===== src/rtl/mode_scheduler_if.sv =====
// mode_scheduler_if
//   Bundles the mode/LCD/switch signals that pass between the digital-clock
//   mode blocks, lcd_driver and mode_scheduler.
//   master : the environment (drives requests, switches, LCD index, mode chars)
//   slave  : mode_scheduler (drives data_char, data_sw*, mode_cur, switching, ring)
interface mode_scheduler_if;
    logic       en_1hz;
    logic [1:0] dip_sw;
    logic [3:0] sw_in;
    logic [4:0] index_char;
    logic [7:0] data_mode0;
    logic [7:0] data_mode1;
    logic [7:0] data_mode2;
    logic       alarm_hit;
    logic [7:0] data_char;
    logic [3:0] data_sw0;
    logic [3:0] data_sw1;
    logic [3:0] data_sw2;
    logic [1:0] mode_cur;
    logic       switching;
    logic       ring;

    modport master (
        output en_1hz, dip_sw, sw_in, index_char,
        output data_mode0, data_mode1, data_mode2, alarm_hit,
        input  data_char, data_sw0, data_sw1, data_sw2,
        input  mode_cur, switching, ring
    );

    modport slave (
        input  en_1hz, dip_sw, sw_in, index_char,
        input  data_mode0, data_mode1, data_mode2, alarm_hit,
        output data_char, data_sw0, data_sw1, data_sw2,
        output mode_cur, switching, ring
    );
endinterface


===== src/rtl/mode_scheduler.sv =====
// mode_scheduler
//   Owns the shared LCD character path and the debounced switch bus of the
//   digital clock. One mode (watch 00, set 01, alarm 10) owns the LCD at a
//   time; ownership changes only at an LCD frame wrap (index_char FRAME_LAST->0),
//   and keys held across a handover are blocked until all switches are released.
//   An alarm_hit in watch mode rings for RING_S seconds or until a key press.
//
//   Ports
//     clk  : system clock
//     rst  : asynchronous reset, active-low
//     bus  : mode_scheduler_if.slave (requests, switches, LCD index/chars, outputs)
//
//   Build option
//     MODE_SCHED_TIMEOUT_EN : when defined, set/alarm mode falls back to watch
//     after TIMEOUT_S seconds without a key press. Undefined: modes held forever.
module mode_scheduler #(
    parameter int TIMEOUT_S  = 30,
    parameter int RING_S     = 10,
    parameter int FRAME_LAST = 31
) (
    input logic             clk,
    input logic             rst,
    mode_scheduler_if.slave bus
);

    localparam logic [1:0] ST_ACTIVE = 2'd0;
    localparam logic [1:0] ST_DRAIN  = 2'd1;
    localparam logic [1:0] ST_ALERT  = 2'd2;

    // Seconds-counter width sized for the longer of the two timed intervals.
    localparam int SEC_MAX = (TIMEOUT_S > RING_S) ? TIMEOUT_S : RING_S;
    localparam int RING_W  = $clog2(SEC_MAX + 1);

    logic [1:0]        state_q, state_d;
    logic [1:0]        mode_q, mode_d;
    logic              sw_lock_q, sw_lock_d;
    logic              switching_q, switching_d;
    logic              ring_q, ring_d;
    logic [RING_W-1:0] ring_cnt_q, ring_cnt_d;
    logic [3:0]        sw0_q, sw0_d;
    logic [3:0]        sw1_q, sw1_d;
    logic [3:0]        sw2_q, sw2_d;
    logic [4:0]        idx_prev_q;
    logic [3:0]        sw_prev_q;
    logic [1:0]        dip_q;

    logic [3:0]        press;
    logic              boundary;
    logic [1:0]        dip_map;
    logic [1:0]        req;

    assign press    = bus.sw_in & ~sw_prev_q;
    assign boundary = (bus.index_char == 5'd0) && (idx_prev_q == 5'(FRAME_LAST));
    assign dip_map  = (dip_q == 2'b11) ? 2'b00 : dip_q;

`ifdef MODE_SCHED_TIMEOUT_EN
    logic [7:0] idle_cnt_q, idle_cnt_d;
    logic       forced_q, forced_d;

    // A forced return pins the request to watch until the DIP switch moves.
    assign req = forced_q ? 2'b00 : dip_map;

    always_comb begin
        idle_cnt_d = idle_cnt_q;
        forced_d   = forced_q;
        if ((state_q == ST_ACTIVE) && (mode_q != 2'b00)) begin
            if (|press) begin
                idle_cnt_d = 8'd0;
            end else if (bus.en_1hz && (idle_cnt_q != 8'hFF)) begin
                idle_cnt_d = idle_cnt_q + 8'd1;
            end
            if (idle_cnt_q >= 8'(TIMEOUT_S)) begin
                forced_d = 1'b1;
            end
        end else begin
            idle_cnt_d = 8'd0;
        end
        if (bus.dip_sw != dip_q) begin
            forced_d = 1'b0;
        end
    end

    always_ff @(posedge clk or negedge rst) begin
        if (!rst) begin
            idle_cnt_q <= 8'd0;
            forced_q   <= 1'b0;
        end else begin
            idle_cnt_q <= idle_cnt_d;
            forced_q   <= forced_d;
        end
    end
`else
    assign req = dip_map;
`endif

    always_comb begin
        state_d     = state_q;
        mode_d      = mode_q;
        sw_lock_d   = sw_lock_q;
        switching_d = switching_q;
        ring_d      = ring_q;
        ring_cnt_d  = ring_cnt_q;
        sw0_d       = 4'd0;
        sw1_d       = 4'd0;
        sw2_d       = 4'd0;

        // Release clears the lock; any set below overrides it in the same cycle.
        if (bus.sw_in == 4'd0) begin
            sw_lock_d = 1'b0;
        end

        case (state_q)
            ST_ACTIVE: begin
                if (!sw_lock_q) begin
                    case (mode_q)
                        2'b00:   sw0_d = bus.sw_in;
                        2'b01:   sw1_d = bus.sw_in;
                        2'b10:   sw2_d = bus.sw_in;
                        default: ;
                    endcase
                end
                // Alarm takes priority over a pending request; the request is
                // picked up again once the ring ends.
                if ((mode_q == 2'b00) && bus.alarm_hit) begin
                    state_d    = ST_ALERT;
                    ring_d     = 1'b1;
                    ring_cnt_d = '0;
                end else if (req != mode_q) begin
                    state_d     = ST_DRAIN;
                    switching_d = 1'b1;
                end
            end
            ST_DRAIN: begin
                if (req == mode_q) begin
                    state_d     = ST_ACTIVE;
                    switching_d = 1'b0;
                end else if (boundary) begin
                    state_d     = ST_ACTIVE;
                    mode_d      = req;
                    sw_lock_d   = 1'b1;
                    switching_d = 1'b0;
                end
            end
            ST_ALERT: begin
                // A press only acknowledges the ring; it is locked out of watch mode.
                if (|press) begin
                    state_d   = ST_ACTIVE;
                    ring_d    = 1'b0;
                    sw_lock_d = 1'b1;
                end else if (bus.en_1hz) begin
                    if (ring_cnt_q == RING_W'(RING_S - 1)) begin
                        state_d = ST_ACTIVE;
                        ring_d  = 1'b0;
                    end else begin
                        ring_cnt_d = ring_cnt_q + RING_W'(1);
                    end
                end
            end
            default: begin
                state_d = ST_ACTIVE;
            end
        endcase
    end

    always_ff @(posedge clk or negedge rst) begin
        if (!rst) begin
            state_q     <= ST_ACTIVE;
            mode_q      <= 2'b00;
            sw_lock_q   <= 1'b0;
            switching_q <= 1'b0;
            ring_q      <= 1'b0;
            ring_cnt_q  <= '0;
            sw0_q       <= 4'd0;
            sw1_q       <= 4'd0;
            sw2_q       <= 4'd0;
            idx_prev_q  <= 5'd0;
            sw_prev_q   <= 4'd0;
            dip_q       <= 2'b00;
        end else begin
            state_q     <= state_d;
            mode_q      <= mode_d;
            sw_lock_q   <= sw_lock_d;
            switching_q <= switching_d;
            ring_q      <= ring_d;
            ring_cnt_q  <= ring_cnt_d;
            sw0_q       <= sw0_d;
            sw1_q       <= sw1_d;
            sw2_q       <= sw2_d;
            idx_prev_q  <= bus.index_char;
            sw_prev_q   <= bus.sw_in;
            dip_q       <= bus.dip_sw;
        end
    end

    always_comb begin
        case (mode_q)
            2'b01:   bus.data_char = bus.data_mode1;
            2'b10:   bus.data_char = bus.data_mode2;
            default: bus.data_char = bus.data_mode0;
        endcase
    end

    assign bus.data_sw0  = sw0_q;
    assign bus.data_sw1  = sw1_q;
    assign bus.data_sw2  = sw2_q;
    assign bus.mode_cur  = mode_q;
    assign bus.switching = switching_q;
    assign bus.ring      = ring_q;

endmodule


===== src/flat_wrapper.sv =====
// flat-port wrapper written by rule: the top's interface ports become plain ports
module mode_scheduler_flat 
#(
    parameter int TIMEOUT_S  = 30,
    parameter int RING_S     = 10,
    parameter int FRAME_LAST = 31
)
  (clk, rst, bus_en_1hz, bus_dip_sw, bus_sw_in, bus_index_char, bus_data_mode0, bus_data_mode1, bus_data_mode2, bus_alarm_hit, bus_data_char, bus_data_sw0, bus_data_sw1, bus_data_sw2, bus_mode_cur, bus_switching, bus_ring);
  mode_scheduler_if bus_i ();
  input logic clk;
  input logic rst;
  input wire logic [$bits(bus_i.en_1hz)-1:0] bus_en_1hz;
  input wire logic [$bits(bus_i.dip_sw)-1:0] bus_dip_sw;
  input wire logic [$bits(bus_i.sw_in)-1:0] bus_sw_in;
  input wire logic [$bits(bus_i.index_char)-1:0] bus_index_char;
  input wire logic [$bits(bus_i.data_mode0)-1:0] bus_data_mode0;
  input wire logic [$bits(bus_i.data_mode1)-1:0] bus_data_mode1;
  input wire logic [$bits(bus_i.data_mode2)-1:0] bus_data_mode2;
  input wire logic [$bits(bus_i.alarm_hit)-1:0] bus_alarm_hit;
  output wire logic [$bits(bus_i.data_char)-1:0] bus_data_char;
  output wire logic [$bits(bus_i.data_sw0)-1:0] bus_data_sw0;
  output wire logic [$bits(bus_i.data_sw1)-1:0] bus_data_sw1;
  output wire logic [$bits(bus_i.data_sw2)-1:0] bus_data_sw2;
  output wire logic [$bits(bus_i.mode_cur)-1:0] bus_mode_cur;
  output wire logic [$bits(bus_i.switching)-1:0] bus_switching;
  output wire logic [$bits(bus_i.ring)-1:0] bus_ring;
  assign bus_i.en_1hz = bus_en_1hz;
  assign bus_i.dip_sw = bus_dip_sw;
  assign bus_i.sw_in = bus_sw_in;
  assign bus_i.index_char = bus_index_char;
  assign bus_i.data_mode0 = bus_data_mode0;
  assign bus_i.data_mode1 = bus_data_mode1;
  assign bus_i.data_mode2 = bus_data_mode2;
  assign bus_i.alarm_hit = bus_alarm_hit;
  assign bus_data_char = bus_i.data_char;
  assign bus_data_sw0 = bus_i.data_sw0;
  assign bus_data_sw1 = bus_i.data_sw1;
  assign bus_data_sw2 = bus_i.data_sw2;
  assign bus_mode_cur = bus_i.mode_cur;
  assign bus_switching = bus_i.switching;
  assign bus_ring = bus_i.ring;
  mode_scheduler #(.TIMEOUT_S(TIMEOUT_S), .RING_S(RING_S), .FRAME_LAST(FRAME_LAST)) u_core (.clk(clk), .rst(rst), .bus(bus_i));
endmodule

===== config.mk =====
export PLATFORM = sky130hd
export DESIGN_NAME = mode_scheduler_flat
export DESIGN_NICKNAME = d
export VERILOG_FILES = /design/src/rtl/mode_scheduler_if.sv /design/src/rtl/mode_scheduler.sv /design/src/flat_wrapper.sv
export SDC_FILE = /design/constraint.sdc
export NUM_CORES = 1
export LEC_CHECK = 0
export CELL_PAD_IN_SITES_DETAIL_PLACEMENT = 1
export CELL_PAD_IN_SITES_GLOBAL_PLACEMENT = 2
export CORE_MARGIN = 10
export CORE_UTILIZATION = 24
export DETAILED_ROUTE_END_ITERATION = 10
export PLACE_DENSITY_LB_ADDON = 0.1
export RECOVER_POWER = 25
export SLEW_MARGIN = 40
export SYNTH_ARGS = -nofsm -noshare
export SYNTH_HDL_FRONTEND = slang
export SYNTH_SLANG_ARGS = --single-unit

===== constraint.sdc =====
create_clock -name clk -period 1.8 [get_ports clk]
set_input_delay 0.36 -clock clk [delete_from_list [all_inputs] [get_ports clk]]
set_output_delay 0.36 -clock clk [all_outputs]
set_load 0.005 [all_outputs]

== Yosys cells after proc, flatten, opt, wreduce, memory -nomap -nowiden ==
Cells that the tools add are included.

* Add/subtract/negate cells: 1
* Multipliers: 0
* Div/mod/pow operators: 0
* $lt $le $gt $ge: 0
* Eq/ne operators: 19
* Shifts and indexed selects: 0
* Muxes and demuxes: 39
* Bitwise operators: 3
* Reduce and logical (&&, ||, !) cells: 14

{| class="wikitable"
|+ Operator list
! operator !! count
|-
| 4-bit two-way mux || 9
|-
| 5-bit two-way mux || 4
|-
| 2-bit two-way mux || 8
|-
| 8-bit one-hot mux with 2 select lines || 1
|-
| 1-bit two-way mux || 12
|-
| 4-bit AND reduction || 3
|-
| 5-bit one-hot mux with 2 select lines || 1
|-
| 3-bit by 1-bit != test with 1-bit output, second input constant || 3
|-
| 2-bit != test, second input constant || 4
|-
| 2-bit == test, second input constant || 3
|-
| 1-bit one-hot mux with 2 select lines || 3
|-
| 2-bit one-hot mux with 3 select lines || 1
|-
| 5-bit by 1-bit adder with 5-bit output, second input constant || 1
|-
| 5-bit by 4-bit == test with 1-bit output, second input constant || 1
|-
| 5-bit == test, second input constant || 1
|-
| 5-bit logical NOT || 1
|-
| 5-bit AND reduction || 1
|-
| 4-bit bitwise AND || 1
|-
| 2-bit by 1-bit == test with 1-bit output, second input constant || 2
|-
| 2-bit logical NOT || 2
|-
| 4-bit logical NOT || 1
|-
| 2-bit by 1-bit != test with 1-bit output, second input constant || 2
|-
| 4-bit inverter || 1
|-
| 2-bit nonzero test || 2
|-
| 7 further kinds || 8
|}

* Bits in registers: 35
* Latch bits: 0
* RAM bits: 0
* Bits in read-only memories: 0
* Memories kept: 0

== Logic depth before layout (Yosys ltp) ==
Gate-level depths: netlist (run 1).

* Word-level depth: 6
* Mapped depth: 7
* Depth with buffers taken out: 7

== Least setup slack after synthesis (run 1) ==
No wires, ideal clock.

* Path kind: register to output
* From: register u_core.mode_q[0] (netlist: u_core.bus.mode_cur[0])
* To: output port bus_data_char[1]
* Data arrival time: 1.511 ns
* Data required time: 1.440 ns
* Slack: -0.071 ns
* Cell stages (with the launch flop): 7
* Cell sequence: dfrtp_1 inv_1 ha_1 clkbuf_1 clkbuf_1 nor2_1 a21oi_1

* Longest elaborated chain between the ends: 2

{| class="wikitable"
|+ RTL lines
! what !! line !! source
|-
| from (decl) || mode_scheduler.sv:35 || <nowiki>logic [1:0] mode_q, mode_d;</nowiki>
|-
| from (signal assigned) || mode_scheduler.sv:181 || <nowiki>mode_q <= mode_d;</nowiki>
|-
| 2-bit == test / 2-bit by 1-bit == test with 1-bit output (equally long branches) || mode_scheduler.sv:196 || <nowiki>case (mode_q)</nowiki>
|-
| 8-bit one-hot mux with 2 select lines (*) || mode_scheduler.sv:196 ||
|-
| to (decl) || flat_wrapper.sv:20 || <nowiki>output wire logic [$bits(bus_i.data_char)-1:0] bus_data_char;</nowiki>
|}

Every way passes the cells marked *; elsewhere a longest branch is shown, timed or not.

== Final worst setup path (run 1) ==
* From: register u_core.mode_q[0] (netlist: u_core.bus.mode_cur[0])
* To: output port bus_data_char[0]

The elaborated chain is that of the path after synthesis.

==> results of run 1 <==
==> critical path, stage by stage (launching register included) <==
cell and delay (ns):
dfrtp_1 0.38, buf_6 0.11, inv_4 0.03, buf_6 0.11, ha_4 0.15, buf_6 0.13
a22oi_2 0.15, a21oi_1 0.08, buf_2 0.13
==> what timing repair did <==
action                                 CTS  global route
endpoints found under the hold margin    0             0
resized for setup                       61            12
pin swaps                               14             2
setup endpoints to repair               13            29
gates cloned                             1             0
buffers inserted                         6             2
==> cell usage after synthesis, types with 2 or more instances <==
master | number | area [um^2]
a21oi_1 | 13 | 65.1
nor2_1 | 11 | 41.3
clkbuf_1 | 5 | 18.8
and3_1 | 13 | 81.3
or3_1 | 3 | 18.8
o21ai_0 | 9 | 45.0
ha_1 | 8 | 100
nand4_1 | 3 | 18.8
nand2b_1 | 2 | 12.5
a22oi_1 | 8 | 60.1
xnor2_1 | 2 | 17.5
and4bb_2 | 4 | 50.1
nand3b_1 | 2 | 15.0
nor2b_1 | 7 | 43.8
dfrtp_1 | 35 | 876
nand2_1 | 5 | 18.8
inv_1 | 6 | 22.5
==> state kept, by name (all words and copies together), names as in the netlist <==
name,flops
u_core.idx_prev_q,5
u_core.ring_cnt_q,5
u_core.bus.data_sw0,4
u_core.bus.data_sw1,4
u_core.bus.data_sw2,4
u_core.sw_prev_q,4
u_core.bus.mode_cur,2
u_core.dip_q,2
u_core.state_q,2
u_core.bus.ring,1
u_core.bus.switching,1
u_core.sw_lock_q,1
==> kinds of logic after synthesis <==
logic type	synth area share
adders and majority gates	0.0577
AOI/OAI and AO/OA	0.172
DFF	0.505
buffers and inverters	0.0303
muxes	0.0123
and+or+nand+nor	0.213
xor gates and xnor gates	0.0101
==> power by group <==
part | leakage (nW) | internal (mW) | switching [mW] | total [mW]
sequential | 0.443 | 0.828 | 0.0306 | 0.859
combinational | 0.755 | 0.358 | 0.329 | 0.687
clock | 0.0644 | 0.553 | 0.321 | 0.873
total | 1.26 | 1.74 | 0.680 | 2.42
==> cell type report <==
cell class | count | share of cell area
clock buffers | 5 | 0.0236
clock inverters | 3 | 0.0231
inverters | 6 | 0.00857
multi-input cells | 112 | 0.327
flip-flops and latches | 35 | 0.300
well taps | 96 | 0.0411
repair buffers | 90 | 0.277
==> cell usage in the layout (no fill, tap or decap), drive strengths merged, types with 2 or more instances in the layout <==
master / synthesis / routed
and3: 13 / 13
xnor2: 2 / 2
nand4: 3 / 3
nor2b: 8 / 8
buf: 1 / 35
nand2b: 2 / 2
nand2: 5 / 5
and4bb: 4 / 4
dfrtp: 35 / 35
clkdlybuf4s50: 0 / 51
ha: 8 / 8
nor2: 11 / 11
nand3b: 2 / 2
inv: 6 / 6
clkbuf: 5 / 7
o21ai: 9 / 9
or3: 3 / 3
a21oi: 14 / 14
bufinv: 0 / 2
a22oi: 8 / 8
==> worst paths after layout <==
check / slack [ns] / endpoint / depth (start not counted)
min reg2reg: 0.55 / u_core.bus.switching / 2
max: -0.14 / bus_data_char[0] / 8
min: 0.26 / u_core.ring_cnt_q[1] / 2
max in group asynchronous: 0.98 / u_core.dip_q[1] / 2
max reg2reg: 0 / u_core.sw_lock_q / 6
min in group clk: 0.42 / u_core.sw_prev_q[0] / 2
==> metal layers <==
metal | share of wire | global-route usage
met1 | 0.41 | 0.113
met2 | 0.54 | 0.191
met4 | 0.013 | 0.0402
met3 | 0.043 | 0.0338
met5 | 0 | 0
==> stage by stage <==
stage	instance area [um^2]	hold WS (ns)	TNS, ns	cells
floorplan	1740	0.0644	0	159
global placement	2590	0.423	-4.55	331
detailed placement	2590	0.434	-5.37	331
CTS	2850	0.111	-0.970	345
global route	2920	0.347	-1.79	347
finish	2920	0.256	-1.02	347
==> flow_metrics.tcl, run 1 <==
set metrics [dict create \
    cts_buffer_depth 2 \
    grt_pass1_wl_um 9420 \
    htree_levels 2 \
    diodes 0 \
    drv_cap 0 \
    finalHoldViolations 0 \
    viasPerCell 4.53 \
    setup_viol 8 \
    drive_above_1_share 0.315 \
    ios 63 \
    synth_nets 206 \
    finalWorstSetupSlack_ns -0.140 \
    synth.cell_area_um2 1730 \
    ys_seq_elements 35 \
    start_util 0.251 \
    synth_cell_type_count 40 \
    power_mw 2.42 \
    hold_buffers 0 \
    start_kind "flop" \
    ant_nets 0 \
    cp_max_fo 5 \
    fin_crit_ns 1.94 \
    async_flop_share 1.00 \
    core_um2 6910 \
    skew_ns 0.0100 \
    ys_warn_count 0 \
    grt_max_degree 36 \
    insertion_delay_ns 0.30 \
    crit_start "u_core.bus.mode_cur[0]" \
    regArea_um2 876 \
    post-route-period-util 1.08 \
    die_h_um 105 \
    dp_hpwl_um 4400 \
    multi_input_area_um2 956 \
    drv_slew 0 \
    final_nets 297 \
    worst_hold_path_type "input port to asynchronous set/reset pin" \
    arrival_ns 1.58 \
    drtPass1Iterations 4 \
    grt_usage 0.106 \
    clk_pin_slew_ns 0.08 \
    slew_headroom 0.403 \
    portBuffers 62 \
    power_leakage_nw 1.26 \
    synth-edff-count 0 \
    powerDensity_nw_per_um2 828 \
    place_congestion 0.732 \
    route.detailed.drc 0 \
    cts-root-buf "clkbuf_8" \
    ys_seq_area_frac 0.505 \
    violations "setup timing" \
    place_ws_ns -0.361 \
    status "finished with violations" \
    die_x_um 105 \
    dieArea_um2 11000 \
    fp-row-count 30 \
    required_ns 1.44 \
    fmax_ghz 0.516 \
    drt-total-wl_um 5830 \
    grt_overflow 0 \
    num-fill-cells 795 \
    first_iter_violations 29 \
    grt_pass1_vias 1867 \
    rsz0062_at_grt "true" \
    path_class "flop to output port" \
    antenna_found_initial 0 \
    end_kind "output port" \
    avgSynthCellArea_um2 10.9 \
    clock_sinks 35 \
    cts_buffers 5 \
    syn-instance-count 159 \
    syn_to_final_growth_pct 68.5 \
    post-route-util 0.423 \
    num_vias 1571 \
    yosys_most_used_dff "dfrtp_1" \
    worst_slew_pin_slew_ns 0.896 \
    cts_tree "done" \
    max-vdd-ir-drop_mv 0.299 \
    wire_per_inst_um 16.8 \
    reg2reg_from "u_core.bus.mode_cur[0]" \
]
(Power assumes the default switching activity.)
==> run 2: changes to the inputs <==
- clock period: 1.8 -> 1.55 ns (I/O delays scaled with it)
==> run 2 against run 1 <==
  * The flow still finishes with violations (setup timing)
  * Global-route usage grew 0.54 points
  * Clock skew is 0.0060 ns lower
  * Non-clock buffer count up 24
  * Critical endpoint is now bus_data_char[4]
  * Largest power group is now combinational cells
==> flow_metrics.tcl, run 2 (synthesis results as in run 1) <==
set metrics [dict create \
    status "finished with violations" \
    violations "setup timing" \
    start_util 0.251 \
    reg.largest.list "u_core.idx_prev_q (5), u_core.ring_cnt_q (5)" \
    fin_crit_ns 1.87 \
    fmax_ghz 0.534 \
    crit_start "u_core.bus.mode_cur[1]" \
    required_ns 1.24 \
    slowest_delay_ns 0.42 \
    powerDensity_nw_per_um2 876 \
    path_common_cell "buf_6" \
    regArea_um2 878 \
    cts_tree "done" \
    post-route-period-util 1.21 \
    path_class "flop to output port" \
    setup_viol 19 \
    cp_max_fo 5 \
    grt_overflow 0 \
    wire_per_inst_um 17.7 \
    die_x_um 105 \
    slew_headroom 0.411 \
    cts-root-buf "clkbuf_8" \
    grt_max_degree 36 \
    htree_levels 2 \
    end_kind "output port" \
    finalWorstSetupSlack_ns -0.323 \
    multi_input_area_um2 1160 \
    dieArea_um2 11000 \
    worst_hold_path_type "input port to flop" \
    reg2reg_from "u_core.bus.mode_cur[0]" \
    layout_common_cells "38 x clkdlybuf4s50_1, 33 x dfrtp_1, 31 x buf_4" \
    num-fill-cells 774 \
    syn_to_final_growth_pct 91.1 \
    diodes 0 \
    grt_pass1_wl_um 10200 \
    first_iter_violations 33 \
    cts_buffers 5 \
    route.detailed.drc 0 \
    core_um2 6910 \
    worst_slew_pin_slew_ns 0.883 \
    start_kind "flop" \
    ant_nets 0 \
    clk_pin_slew_ns 0.07 \
    place_congestion 0.731 \
    die_h_um 105 \
    fp-row-count 30 \
    viasPerCell 4.62 \
    cts_buffer_depth 2 \
    antenna_found_initial 0 \
    max-vdd-ir-drop_mv 0.351 \
    cp_slowest_cell "dfrtp_1" \
    crit_chain "inv_2 -> buf_6 -> ha_4 -> buf_6 -> a22oi_2 -> a21oi_1 -> buf_2" \
    portBuffers 62 \
    grt_pass1_vias 2008 \
    crit_buf_inv 4 \
    power_leakage_nw 1.45 \
    grt_usage 0.112 \
    arrival_ns 1.56 \
    drv_cap 0 \
    skew_ns 0.00404 \
    dp_hpwl_um 4600 \
    ios 63 \
    drv_slew 0 \
    cpLargestDelayFamily "buffers and inverters" \
    final_nets 321 \
    rsz0062_at_grt "true" \
    layout_commonest_cell "clkdlybuf4s50_1" \
    drt-total-wl_um 6560 \
    drive_above_1_share 0.458 \
    insertion_delay_ns 0.28 \
    place_ws_ns -0.540 \
    min-delay-start "bus_sw_in[1]" \
    num_vias 1713 \
    finalHoldViolations 0 \
    clock_sinks 35 \
    drtPass1Iterations 3 \
    post-route-util 0.480 \
]
[run 2: worst reg2reg max path, stage by stage (launching register included)]
cell and delay [ns]:
dfrtp_2 0.46, buf_6 0.16, xnor2_4 0.13, a211oi_4 0.30
and4bb_4 0.30, o21bai_4 0.16, o21a_1 0.10
[run 2: cell type report]
| type | instances | area share |
|---|---|---|
| clock buffers | 5 | 0.0208 |
| clock inverters | 3 | 0.0132 |
| inverters | 6 | 0.00755 |
| multi-input cells | 112 | 0.350 |
| flip-flops and latches | 35 | 0.265 |
| well taps | 96 | 0.0363 |
| repair buffers | 114 | 0.307 |
[run 2: worst paths after layout]
path	end	slack [ns]	depth (start not counted)
setup / recovery	bus_data_char[4]	-0.32	7
hold / removal	u_core.sw_prev_q[1]	0.36	2
setup reg to reg	u_core.sw_lock_q	-0.17	6
hold reg to reg	u_core.bus.switching	0.57	2
max in group asynchronous	u_core.dip_q[1]	0.17	3
min in group asynchronous	u_core.ring_cnt_q[0]	0.76	3
[run 2: per-stage QoR]
step                power, mW  TNS (ns)  cells  hold WS, ns  instance area, um^2
floorplan                1.38   -0.0486    159       0.0144                 1770
global placement         1.80     -7.70    342        0.287                 2710
detailed placement       1.83     -8.58    342        0.293                 2710
CTS                      2.77     -3.02    360        0.398                 3100
global route             3.09     -5.10    371        0.378                 3310
finish                   2.90     -3.77    371        0.359                 3310
[run 2: timing repair]
item,4_1_cts,5_1_grt
cloned,2,0
setup buffers,7,12
pin swaps,33,14
endpoints found under the hold margin,35,0
resized for setup,97,39
hold buffers,1,0
setup endpoints to repair,34,21
[run 2: per-layer routing]
metal	part of all wire	track usage
met4	0.012	0.0245
met2	0.58	0.212
met3	0.036	0.0319
met1	0.37	0.119
met5	0	0
[run 2: power breakdown]
group | switching [mW] | internal (mW)
sequential | 0.0401 | 0.963
combinational | 0.500 | 0.582
clock | 0.339 | 0.479
total | 0.879 | 2.02
